**src/rtl/layer_sequencer.sv**
```systemverilog
// Sequences one fully-connected layer: broadcasts an input vector to all neurons,
// gathers their output pulses and drains the results. Optional LAYER_SEQ_ARGMAX_EN.
module layer_sequencer #(
    parameter int NUM_NEURON = 30,
    parameter int NUM_WEIGHT = 784,
    parameter int DATA_WIDTH = 16
) (
    input  logic                             clk,
    input  logic                             rst,
    input  logic [DATA_WIDTH-1:0]            s_data,
    input  logic                             s_valid,
    output logic                             s_ready,
    output logic [DATA_WIDTH-1:0]            n_data,
    output logic                             n_valid,
    input  logic [NUM_NEURON*DATA_WIDTH-1:0] n_out_data,
    input  logic [NUM_NEURON-1:0]            n_out_valid,
    output logic [DATA_WIDTH-1:0]            m_data,
    output logic                             m_valid,
    input  logic                             m_ready,
    output logic                             m_last,
`ifdef LAYER_SEQ_ARGMAX_EN
    output logic [(NUM_NEURON > 1 ? $clog2(NUM_NEURON) : 1)-1:0] class_idx,
    output logic                             class_valid,
`endif
    output logic                             busy,
    output logic                             err
);

    localparam int IW = (NUM_NEURON > 1) ? $clog2(NUM_NEURON) : 1;
    localparam int CW = (NUM_WEIGHT > 1) ? $clog2(NUM_WEIGHT) : 1;
    localparam logic [CW-1:0] CNT_LAST = CW'(NUM_WEIGHT - 1);
    localparam logic [IW-1:0] IDX_LAST = IW'(NUM_NEURON - 1);

    localparam logic [1:0] S_IDLE  = 2'd0;
    localparam logic [1:0] S_FEED  = 2'd1;
    localparam logic [1:0] S_WAIT  = 2'd2;
    localparam logic [1:0] S_DRAIN = 2'd3;

    logic [1:0]            state_q, state_d;
    logic [CW-1:0]         cnt_q, cnt_d;
    logic [IW-1:0]         idx_q, idx_d;
    logic [IW-1:0]         idx_nx;
    logic [NUM_NEURON-1:0] done_q, done_d;
    logic [NUM_NEURON-1:0] done_n;
    logic [DATA_WIDTH-1:0] result_q [NUM_NEURON];
    logic [DATA_WIDTH-1:0] result_d [NUM_NEURON];
    logic                  s_ready_q, s_ready_d;
    logic                  n_valid_q, n_valid_d;
    logic [DATA_WIDTH-1:0] n_data_q, n_data_d;
    logic                  m_valid_q, m_valid_d;
    logic [DATA_WIDTH-1:0] m_data_q, m_data_d;
    logic                  m_last_q, m_last_d;
    logic                  busy_q, busy_d;
    logic                  err_q, err_d;

    always_comb begin
        state_d   = state_q;
        cnt_d     = cnt_q;
        idx_d     = idx_q;
        idx_nx    = idx_q + 1'b1;
        done_d    = done_q;
        done_n    = done_q | n_out_valid;
        result_d  = result_q;
        s_ready_d = s_ready_q;
        n_valid_d = 1'b0;
        n_data_d  = n_data_q;
        m_valid_d = m_valid_q;
        m_data_d  = m_data_q;
        m_last_d  = m_last_q;
        err_d     = err_q;

        // Pulses outside WAIT have no owner; flag them and drop the data.
        if (state_q != S_WAIT && |n_out_valid) err_d = 1'b1;

        unique case (state_q)
            S_IDLE: begin
                if (s_valid) begin
                    state_d   = S_FEED;
                    s_ready_d = 1'b1;
                end
            end
            S_FEED: begin
                if (s_valid && s_ready_q) begin
                    n_valid_d = 1'b1;
                    n_data_d  = s_data;
                    if (cnt_q == CNT_LAST) begin
                        cnt_d     = '0;
                        s_ready_d = 1'b0;
                        state_d   = S_WAIT;
                    end else begin
                        cnt_d = cnt_q + 1'b1;
                    end
                end
            end
            S_WAIT: begin
                for (int k = 0; k < NUM_NEURON; k++) begin
                    if (n_out_valid[k]) begin
                        result_d[k] = n_out_data[k*DATA_WIDTH +: DATA_WIDTH];
                    end
                end
                done_d = done_n;
                if (&done_n) begin
                    done_d    = '0;
                    state_d   = S_DRAIN;
                    idx_d     = '0;
                    m_valid_d = 1'b1;
                    m_data_d  = result_d[0];
                    m_last_d  = (NUM_NEURON == 1);
                end
            end
            S_DRAIN: begin
                if (m_ready) begin
                    if (idx_q == IDX_LAST) begin
                        m_valid_d = 1'b0;
                        m_last_d  = 1'b0;
                        idx_d     = '0;
                        state_d   = S_IDLE;
                    end else begin
                        idx_d    = idx_nx;
                        m_data_d = result_q[idx_nx];
                        m_last_d = (idx_nx == IDX_LAST);
                    end
                end
            end
            default: state_d = S_IDLE;
        endcase

        busy_d = (state_d != S_IDLE);
    end

    always_ff @(posedge clk or posedge rst) begin
        if (rst) begin
            state_q   <= S_IDLE;
            cnt_q     <= '0;
            idx_q     <= '0;
            done_q    <= '0;
            s_ready_q <= 1'b0;
            n_valid_q <= 1'b0;
            n_data_q  <= '0;
            m_valid_q <= 1'b0;
            m_data_q  <= '0;
            m_last_q  <= 1'b0;
            busy_q    <= 1'b0;
            err_q     <= 1'b0;
            for (int k = 0; k < NUM_NEURON; k++) result_q[k] <= '0;
        end else begin
            state_q   <= state_d;
            cnt_q     <= cnt_d;
            idx_q     <= idx_d;
            done_q    <= done_d;
            s_ready_q <= s_ready_d;
            n_valid_q <= n_valid_d;
            n_data_q  <= n_data_d;
            m_valid_q <= m_valid_d;
            m_data_q  <= m_data_d;
            m_last_q  <= m_last_d;
            busy_q    <= busy_d;
            err_q     <= err_d;
            for (int k = 0; k < NUM_NEURON; k++) result_q[k] <= result_d[k];
        end
    end

    assign s_ready = s_ready_q;
    assign n_valid = n_valid_q;
    assign n_data  = n_data_q;
    assign m_valid = m_valid_q;
    assign m_data  = m_data_q;
    assign m_last  = m_last_q;
    assign busy    = busy_q;
    assign err     = err_q;

`ifdef LAYER_SEQ_ARGMAX_EN
    logic [DATA_WIDTH-1:0] max_q, max_d;
    logic [IW-1:0]         best_q, best_d;
    logic [IW-1:0]         win;
    logic [IW-1:0]         class_idx_q, class_idx_d;
    logic                  class_valid_q, class_valid_d;

    // Strict greater-than keeps the lowest index on ties.
    always_comb begin
        max_d         = max_q;
        best_d        = best_q;
        win           = best_q;
        class_idx_d   = class_idx_q;
        class_valid_d = 1'b0;
        if (state_q == S_DRAIN && m_ready) begin
            if (idx_q == '0 || $signed(m_data_q) > $signed(max_q)) begin
                max_d  = m_data_q;
                best_d = idx_q;
                win    = idx_q;
            end
            if (idx_q == IDX_LAST) begin
                class_idx_d   = win;
                class_valid_d = 1'b1;
            end
        end
    end

    always_ff @(posedge clk or posedge rst) begin
        if (rst) begin
            max_q         <= '0;
            best_q        <= '0;
            class_idx_q   <= '0;
            class_valid_q <= 1'b0;
        end else begin
            max_q         <= max_d;
            best_q        <= best_d;
            class_idx_q   <= class_idx_d;
            class_valid_q <= class_valid_d;
        end
    end

    assign class_idx   = class_idx_q;
    assign class_valid = class_valid_q;
`endif

endmodule

```
**config.mk**
```make
export PLATFORM = sky130hd
export DESIGN_NAME = layer_sequencer
export DESIGN_NICKNAME = d
export VERILOG_FILES = /design/src/rtl/layer_sequencer.sv
export SDC_FILE = /design/constraint.sdc
export NUM_CORES = 1
export LEC_CHECK = 0
export ABC_CLOCK_PERIOD_IN_PS = 19300
export BUFFER_PORTS_ARGS = -buffer_cell sky130_fd_sc_hd__buf_2
export CAP_MARGIN = 20
export CORE_MARGIN = 10
export CORE_UTILIZATION = 45
export DETAILED_ROUTE_END_ITERATION = 10
export GPL_ROUTABILITY_DRIVEN = 0
export PLACE_DENSITY = 0.71
export SLEW_MARGIN = 40
export SYNTH_ARGS = -nofsm -noshare
export SYNTH_HDL_FRONTEND = slang
export SYNTH_SLANG_ARGS = --single-unit
```
**constraint.sdc**
```tcl
create_clock -name clk -period 19.3 [get_ports clk]
set_input_delay 3.86 -clock clk [delete_from_list [all_inputs] [get_ports clk]]
set_output_delay 3.86 -clock clk [all_outputs]
set_load 0.01 [all_outputs]
```
Word level (Yosys, flattened, before mapping)
Cells that the tools add are included.
{ "op_classes": {"order_cmp": 1, "addsub": 2, "n_reduce_logical": 42, "n_eq_ne": 14, "n_mux": 35, "n_bitwise": 2} }
{ "op_table": {"columns": ["cell", "n"], "rows": [
  ["$mux 16", 6],
  ["$bmux 16 s5", 1],
  ["$reduce_and 2->1", 30],
  ["$pmux 16 s2", 1],
  ["$mux 30", 1],
  ["$or 30x30->30", 1],
  ["$reduce_and 30->1", 1],
  ["$reduce_or 30->1", 1],
  ["$ne 2x2->1 const B", 8],
  ["$mux 5", 3],
  ["$mux 2", 6],
  ["$reduce_and 4->1", 3],
  ["$mux 1", 11],
  ["$add 10x1->10 const B", 1],
  ["$eq 10x10->1 const B", 1],
  ["$eq 5x5->1 const B", 2],
  ["$mux 10", 1],
  ["$pmux 5 s2", 1],
  ["$pmux 2 s4", 1],
  ["$ge 6x6->1 const B", 1],
  ["$not 5->6", 1],
  ["$pmux 1 s2", 3],
  ["$reduce_bool 2->1", 3],
  ["$add 5x1->5 const B", 1],
  ["other kinds (5)", 7]
]} }
{ "totals": {"word_cells": 138, "register_bits": 565, "in_bits": 530, "out_inout_bits": 38} }

Logic depth before layout (Yosys ltp)
Gate-level depths: netlist of run 1.
{ "logic_depth": {"ltp_word": 8, "depth_mapped": 15, "mapped_depth_nobuf": 8} }

Worst setup path before layout of run 1
No wires, ideal clock.
{ "synth_timing": {"kind": "in2reg", "start": "input n_out_valid[1]", "end": "register m_data_q[11] (netlist: m_data[11])", "path_slack_ps": 13479, "path_buffers": 2, "path_stages": 8, "setup_ps": 130, "required_ps": 19170, "arrival_ps": 5691, "path_cell_list": "o22ai_1 -> or4_1 -> or4_4 -> o21ai_4 -> and2_1 -> buf_4 -> buf_6 -> a31oi_1"} }
{ "synth_between": {"elab_chain_len": 4} }
{ "synth_lines": {"columns": ["element", "line_no", "rtl"], "rows": [
  ["from (decl)", "16", "input logic [NUM_NEURON-1:0] n_out_valid,"],
  ["$or 30x30->30", "62", "done_n = done_q | n_out_valid;"],
  ["$reduce_and 30->1", "102", "if (&done_n) begin"],
  ["$ne 2x2->1 (no line)", null, null],
  ["$reduce_and 4->1 (no line)", null, null],
  ["to (signal assigned)", "155", "m_data_q <= m_data_d;"],
  ["to (decl)", "51", "logic [DATA_WIDTH-1:0] m_data_q, m_data_d;"]
]} }
No other way between the ends.
A chain may end at the register's enable or synchronous reset.

Worst setup path after layout of run 1
{ "layout_timing": {"start": "input n_out_valid[1]", "end": "register m_data_q[3] (netlist: m_data[3])"} }
The elaborated chain is that of the path after synthesis.

==> out/results.ini, run 1 <==
[run_status]
status=finished clean

[sta]
slew_headroom=0.425
worst-slew-pin-transition_ns=0.862
rsz0062_at_grt=false
hold_ws_ns=0.474
fin_crit_ns=6.21
postLayoutSetupSlackWorst_ns=13.09
final_hold_viol_count=0
slew_viol_final=0
fin_worst_skew_ns=0.0412
setup_tns_ns=0
setup_viol=0
post-route-period-util=0.322
fmax_mhz=161

[clock_tree]
cts_resized=0
htree_levels=2
postCtsHoldBufs=0
root_buffer=clkbuf_16
cts.clk_slew.worst_paths_ns=0.06
postCtsSetupRepairBufs=0
numCtsBuffers=59
cts_buffer_depth=3
clock-sinks=565
cts_tree=done
clock_latency_ns=0.64

[place]
post_dp_cell_area_um2=29300
hpwlAfterDp_um=67600
dpl.cell_count=3067
dpl_worst_slack_ns=12.51
port_buffers=567

[routing]
dr.pass1.iters=6
via_count=18305
first_iter_violations=1330
antenna_left=0
drt-total-wl_um=88200
drc=0
via_per_inst=5.75
avgRoutedWirePerCell_um=27.7

[yosys]
post_synth_num_cell_types=47
yosysSeqAreaShare=0.552
synthFlopType=dfrtp_1
avgSynthCellArea_um2=14.0
async_flop_share=1.00
synthesis.instances=1835
ys_ff_latch=565
synth_fp_nets=2369
synth-edff-count=0
synth_area_um2=25600
synth_warnings=0

[pwr]
vdd_drop_max_v=0.0000781
p_per_area_nw_per_um2=78.4
leakagePower_nw=16.0

[finish]
final_cell_mix=buf_2 (567), dfrtp_1 (564), mux2_2 (501)
fin_nets=2908
final_common_cell=buf_2
syn2layout_area_growth_pct=21.9
final_cells=3184
drive_gt1_frac=0.541
design_area_um2=31200

[die]
start_util=0.455
rows=87
io_pins=568
dieArea_um2=66900
core_region_area_um2=56400
die_height_um=259
die_width_um=259

[critical_path]
cp.arrival_ns=6.66
critPathKind=input pin to register
critPathMaxStageDelay_ns=0.62
cp_cell_sequence=buf_2, o22ai_1, or4_1, or4_4, o21ai_4, and2_1, a31oi_1
cp.required_ns=19.75
end_kind=register
slowest_stage=or4_4
r2r_start=idx_q[0]
critical_path.max_fanout=28
critical_path.top_delay_family=simple AND/OR/NAND/NOR gates
cp-start-kind=input pin
crit_buf_inv=1
startpoint=n_out_valid[1]

[grt]
grt_pass1_wl_um=129000
use_met1=0.326
grtUsageTotal=0.259
grt_busiest_layer=met2
grtUsageMet3=0.0629
gr-total-overflow=0
first_global_vias=20015
antenna_found_initial=25
globalRouteMet2Util=0.433
grt_start_max_net_pins=88

[worst_hold_path]
hold_path_startpoint=n_data[2]
hold_class=register to register

[flow_run]
maxCapViolations=0

path summary, 6_finish.rpt:
kind / end / slack, ns / depth (start not counted)
max in group asynchronous: result_q[72] / 13.87 / 6
setup / recovery: m_data[3] / 13.09 / 7
hold / removal: n_data[2] / 0.47 / 2
setup reg to reg: m_data[1] / 15.23 / 8
min in group asynchronous: result_q[363] / 3.29 / 2
hold reg to reg: n_data[2] / 0.47 / 2
state kept, by name, indices dropped and copies added (netlist names):
name and count:
s_ready 1, m_last 1, err 1, done_q 30
cnt_q 10, n_data 16, idx_q 5, result_q 480
m_data 16, busy 1, m_valid 1, state_q 2
n_valid 1
routing by layer:
metal  share of wire  wire length [um]
met3           0.074              6520
met5          0.0018               158
met1            0.40             35100
met4           0.031              2770
met2            0.49             43600
cell type report:
cell class                      count  area (um^2)
Fill cell                        4640        25200
Clock inverter                     13          154
Antenna cell                       11         27.5
Multi-Input combinational cell   1148        11100
Clock buffer                       91         1740
Inverter                           14         56.3
Timing Repair Buffer              586         3060
Sequential cell                   565        14100
Tap cell                          756          946
cells in the mapped netlist, types with 3 or more instances:
cell	n	area [um^2]
dfrtp_1	565	14100
xnor2_1	8	70.1
o21ai_0	17	85.1
o31ai_1	11	82.6
a31oi_1	32	200
mux2_2	501	5640
nor2_1	47	176
o2111ai_1	10	87.6
o22ai_1	20	125
a21o_1	3	22.5
buf_2	23	115
mux4_2	106	2390
nand2_1	176	661
mux2i_1	26	260
clkbuf_1	73	274
a21oi_1	51	255
a211oi_1	15	113
and2_1	19	119
nor4_1	11	68.8
buf_1	9	33.8
a2111oi_0	5	43.8
nand4_1	4	25.0
nand3_1	35	175
and3_1	3	18.8
xor2_1	5	43.8
inv_1	14	52.6
or3_1	9	56.3
ha_1	4	50.1
o22a_1	4	35.0
nor3_1	9	45.0
cell families after synthesis:
logic type / count (synthesis) / share of synthesized area
buffers and inverters: 122 / 0.0196
adder cells (fa/ha/maj): 4 / 0.00195
XOR/XNOR: 13 / 0.00444
multiplexers: 633 / 0.323
AO/OA/AOI/OAI: 179 / 0.0447
AND/OR/NAND/NOR: 319 / 0.0543
flip-flops: 565 / 0.552
worst min-delay path: cells and delay by family (launching register included):
family	cells	cell delay, ns
DFF	1	0.34
and+or+nand+nor	2	0.11
report_power, final:
| group | switching (mW) | leakage (nW) | internal [mW] |
|---|---|---|---|
| Sequential | 0.00877 | 7.81 | 1.19 |
| Combinational | 0.0751 | 7.28 | 0.0545 |
| Clock | 0.482 | 0.922 | 0.633 |
| Total | 0.566 | 16.0 | 1.88 |
stage by stage:
stage                     power [mW]   util
after floorplan                 1.26      -
after global placement          1.35  0.517
after detailed placement        1.35  0.519
after CTS                       2.47  0.552
after global routing            2.53  0.554
final                           2.45  0.554
No activity file was read; power rests on OpenSTA's default activity.
==> run 2, diff against run 1 <==
Settings changed: ABC_AREA from default to 1, ABC_CLOCK_PERIOD_IN_PS 19300 to 6150, PLACE_DENSITY 0.71 to 0.68.
Clock period 19.3 ns to 6.15 ns, I/O delays scaled along.
==> run 2 against run 1 <==
Non-clock buffer count rose by 11. Critical path type is now register to register. Clock-buffer cell count fell by 3. Sequential power rose to 5.2 times the previous value. Critical endpoint is now m_data[13]. Critical path depth rose by 2. Total power rose to 7.6 times the previous value. Synthesized cell count rose by 84%. Utilization fell by 1.3 points. Largest power group is now combinational cells. Setup slack got worse by 11 ns.
==> out/results.ini, run 2 <==
[run_status]
status=finished clean  ; unchanged

[sta]
slew_headroom=0.434  ; was 0.425
post-route-period-util=0.654
final_hold_viol_count=0  ; unchanged
fin_crit_ns=4.02
worst-slew-pin-transition_ns=0.848  ; was 0.862 ns
setup_viol=0  ; unchanged
fin_worst_skew_ns=0.0310  ; was 0.0412 ns
slew_viol_final=0  ; unchanged
rsz0062_at_grt=false  ; unchanged
fmax_mhz=249

[grt]
gr-total-overflow=0  ; unchanged
grt_pass1_wl_um=148000  ; was 129000 um
grt_start_max_net_pins=101  ; was 88
antenna_found_initial=26  ; was 25
grtUsageTotal=0.276  ; was 0.259
first_global_vias=24440  ; was 20015

[die]
rows=90  ; was 87
io_pins=568  ; unchanged
die_width_um=266  ; was 259 um
die_height_um=266  ; was 259 um
core_region_area_um2=60000  ; was 56400 um^2
start_util=0.453  ; was 0.455
dieArea_um2=70600  ; was 66900 um^2

[pwr]
finalPower_mw=18.6  ; was 2.45 mW
p_per_area_nw_per_um2=575  ; was 78.4 nW/um^2
vdd_drop_max_v=0.000309  ; was 0.0000781 V
leakagePower_nw=17.1  ; was 16.0 nW

[yosys]
synthesis.instances=3384  ; was 1835
post_synth_num_cell_types=43  ; was 47
synth_area_um2=27200  ; was 25600 um^2
synth_largest_area_cell=dfrtp_1  ; unchanged
yosysSeqAreaShare=0.520  ; was 0.552
yosysMostFrequentCell=nand2_1  ; was dfrtp_1
synth-edff-count=0  ; unchanged
synthDominantCellAreaShare=0.520  ; was 0.552
async_flop_share=1.00  ; unchanged
synth_fp_nets=3918  ; was 2369
synth_warnings=0  ; unchanged
synthFlopType=dfrtp_1  ; unchanged
ys_ff_latch=565  ; unchanged
synthTopCellsByCount=nand2_1 (698), dfrtp_1 (565), nor2_1 (455)  ; was dfrtp_1 (565), mux2_2 (501), nand2_1 (176)
yosys-top-cells-area=dfrtp_1 (52%), nand2_1 (9.6%), a21oi_1 (7.8%)  ; was dfrtp_1 (55%), mux2_2 (22%), mux4_2 (9.3%)
avgSynthCellArea_um2=8.03  ; was 14.0 um^2

[clock_tree]
htree_levels=2  ; unchanged
clock_latency_ns=0.62  ; was 0.64 ns
postCtsHoldBufs=0  ; unchanged
postCtsSetupRepairBufs=0  ; unchanged
numCtsBuffers=61  ; was 59
root_buffer=clkbuf_16  ; unchanged
cts_buffer_depth=3  ; unchanged
cts_resized=0  ; unchanged
cts_tree=done  ; unchanged
cts.clk_slew.worst_paths_ns=0.06  ; about the same
clock-sinks=565  ; unchanged

[finish]
syn2layout_area_growth_pct=19.5  ; was 21.9%
num-fill-cells=5679  ; was 4640
final_cell_mix=nand2_1 (678), buf_2 (567), dfrtp_1 (564)  ; was buf_2 (567), dfrtp_1 (564), mux2_2 (501)
final_common_cell=nand2_1  ; was buf_2
top_register=result_q  ; unchanged
fin_nets=4381  ; was 2908
top_regs=result_q: 480 flops, done_q: 30 flops  ; unchanged
drive_gt1_frac=0.215  ; was 0.541
final_cells=4676  ; was 3184
final_util=0.541  ; was 0.554
largest_reg_flops=480  ; unchanged

[routing]
via_count=24502  ; was 18305
first_iter_violations=2603  ; was 1330
avgRoutedWirePerCell_um=21.6  ; was 27.7 um
dr.pass1.iters=6  ; unchanged
via_per_inst=5.24  ; was 5.75
drt-total-wl_um=101000  ; was 88200 um
antenna_left=0  ; unchanged
drc=0  ; unchanged

[critical_path]
cp-start-kind=register  ; was input pin
critical_path.max_fanout=94  ; was 28
end_kind=register  ; unchanged
cp.arrival_ns=4.58  ; was 6.66 ns
cp.required_ns=6.70  ; was 19.75 ns
critPathKind=register to register  ; was input pin to register

[place]
dpl.cell_count=4565  ; was 3067
hpwlAfterDp_um=75900  ; was 67600 um
port_buffers=567  ; unchanged

[worst_hold_path]
hold_class=register to register  ; unchanged

[flow_run]
maxCapViolations=0  ; unchanged

run 2: cell types whose count changed after synthesis, moves of 45 or more:
cell / delta
buf_2: +79
a21oi_1: +370
mux2_2: -413
mux4_2: -106
nand3_1: +314
nand2_1: +522
inv_1: +417
o211ai_1: +45
nor2_1: +408
run 2: through the flow:
stage / setup TNS [ns] / worst slack, ns / hold slack [ns] / instance area (um^2)
CTS: 0 / 2.14 / 0.467 / 32400
global placement: 0 / 1.98 / 0.449 / 30400
finish: 0 / 2.13 / 0.464 / 32400
floorplan: -1567.12 / -2.77 / 0.453 / 27200
global route: 0 / 1.89 / 0.482 / 32400
detailed placement: 0 / 2.12 / 0.453 / 30500
run 2: final cells by class:
cell class / instances / area, um^2 / area share
inverters: 451 / 1710 / 0.0526
well taps: 782 / 978 / 0.0302
flip-flops and latches: 565 / 14100 / 0.436
repair buffers: 597 / 3180 / 0.0979
clock buffers: 88 / 1740 / 0.0536
multi-input cells: 2171 / 10500 / 0.325
diodes: 13 / 32.5 / 0.00100
clock inverters: 9 / 130 / 0.00401
run 2: kinds of logic after synthesis:
kind of cell | share of synthesized area
and+or+nand+nor | 0.230
buffers and inverters | 0.0955
DFF | 0.520
AOI/OAI and AO/OA | 0.102
muxes | 0.0468
xor gates and xnor gates | 0.00318
adders and majority gates | 0.00184
run 2: worst paths after layout:
kind | to | from | depth (start not counted) | slack, ns
setup / recovery | m_data[13] | idx_q[0] | 9 | 2.13
hold / removal | n_data[5] | n_data[5] | 2 | 0.46
setup reg to reg | m_data[13] | idx_q[0] | 9 | 2.13
hold reg to reg | n_data[5] | n_data[5] | 2 | 0.46
max in group asynchronous | done_q[26] | rst | 5 | 4.12
min in group asynchronous | result_q[278] | rst | 2 | 0.58
run 2: routing by layer:
metal | vias up | track usage | wire length, um
met1 | 11618 | 0.347 | 40500
met5 | - | 0 | 172
met4 | 24 | 0.132 | 4560
met2 | 1007 | 0.444 | 47500
met3 | 227 | 0.0660 | 8150
li1 | 11626 | - | -
run 2: where the power goes:
part / total, mW / internal [mW] / switching (mW)
clock: 3.55 / 2.05 / 1.50
sequential: 6.22 / 5.45 / 0.771
combinational: 8.87 / 2.80 / 6.07
total: 18.6 / 10.3 / 8.33
run 2: critical path: stages (launching register included):
cell      delay [ns]
dfrtp_4         0.80
inv_6           0.41
ha_4            0.89
buf_4           0.74
o211ai_1        0.32
nand3_1         0.15
nand3_1         0.16
nand3_1         0.13
nand3_1         0.07
a21oi_1         0.14
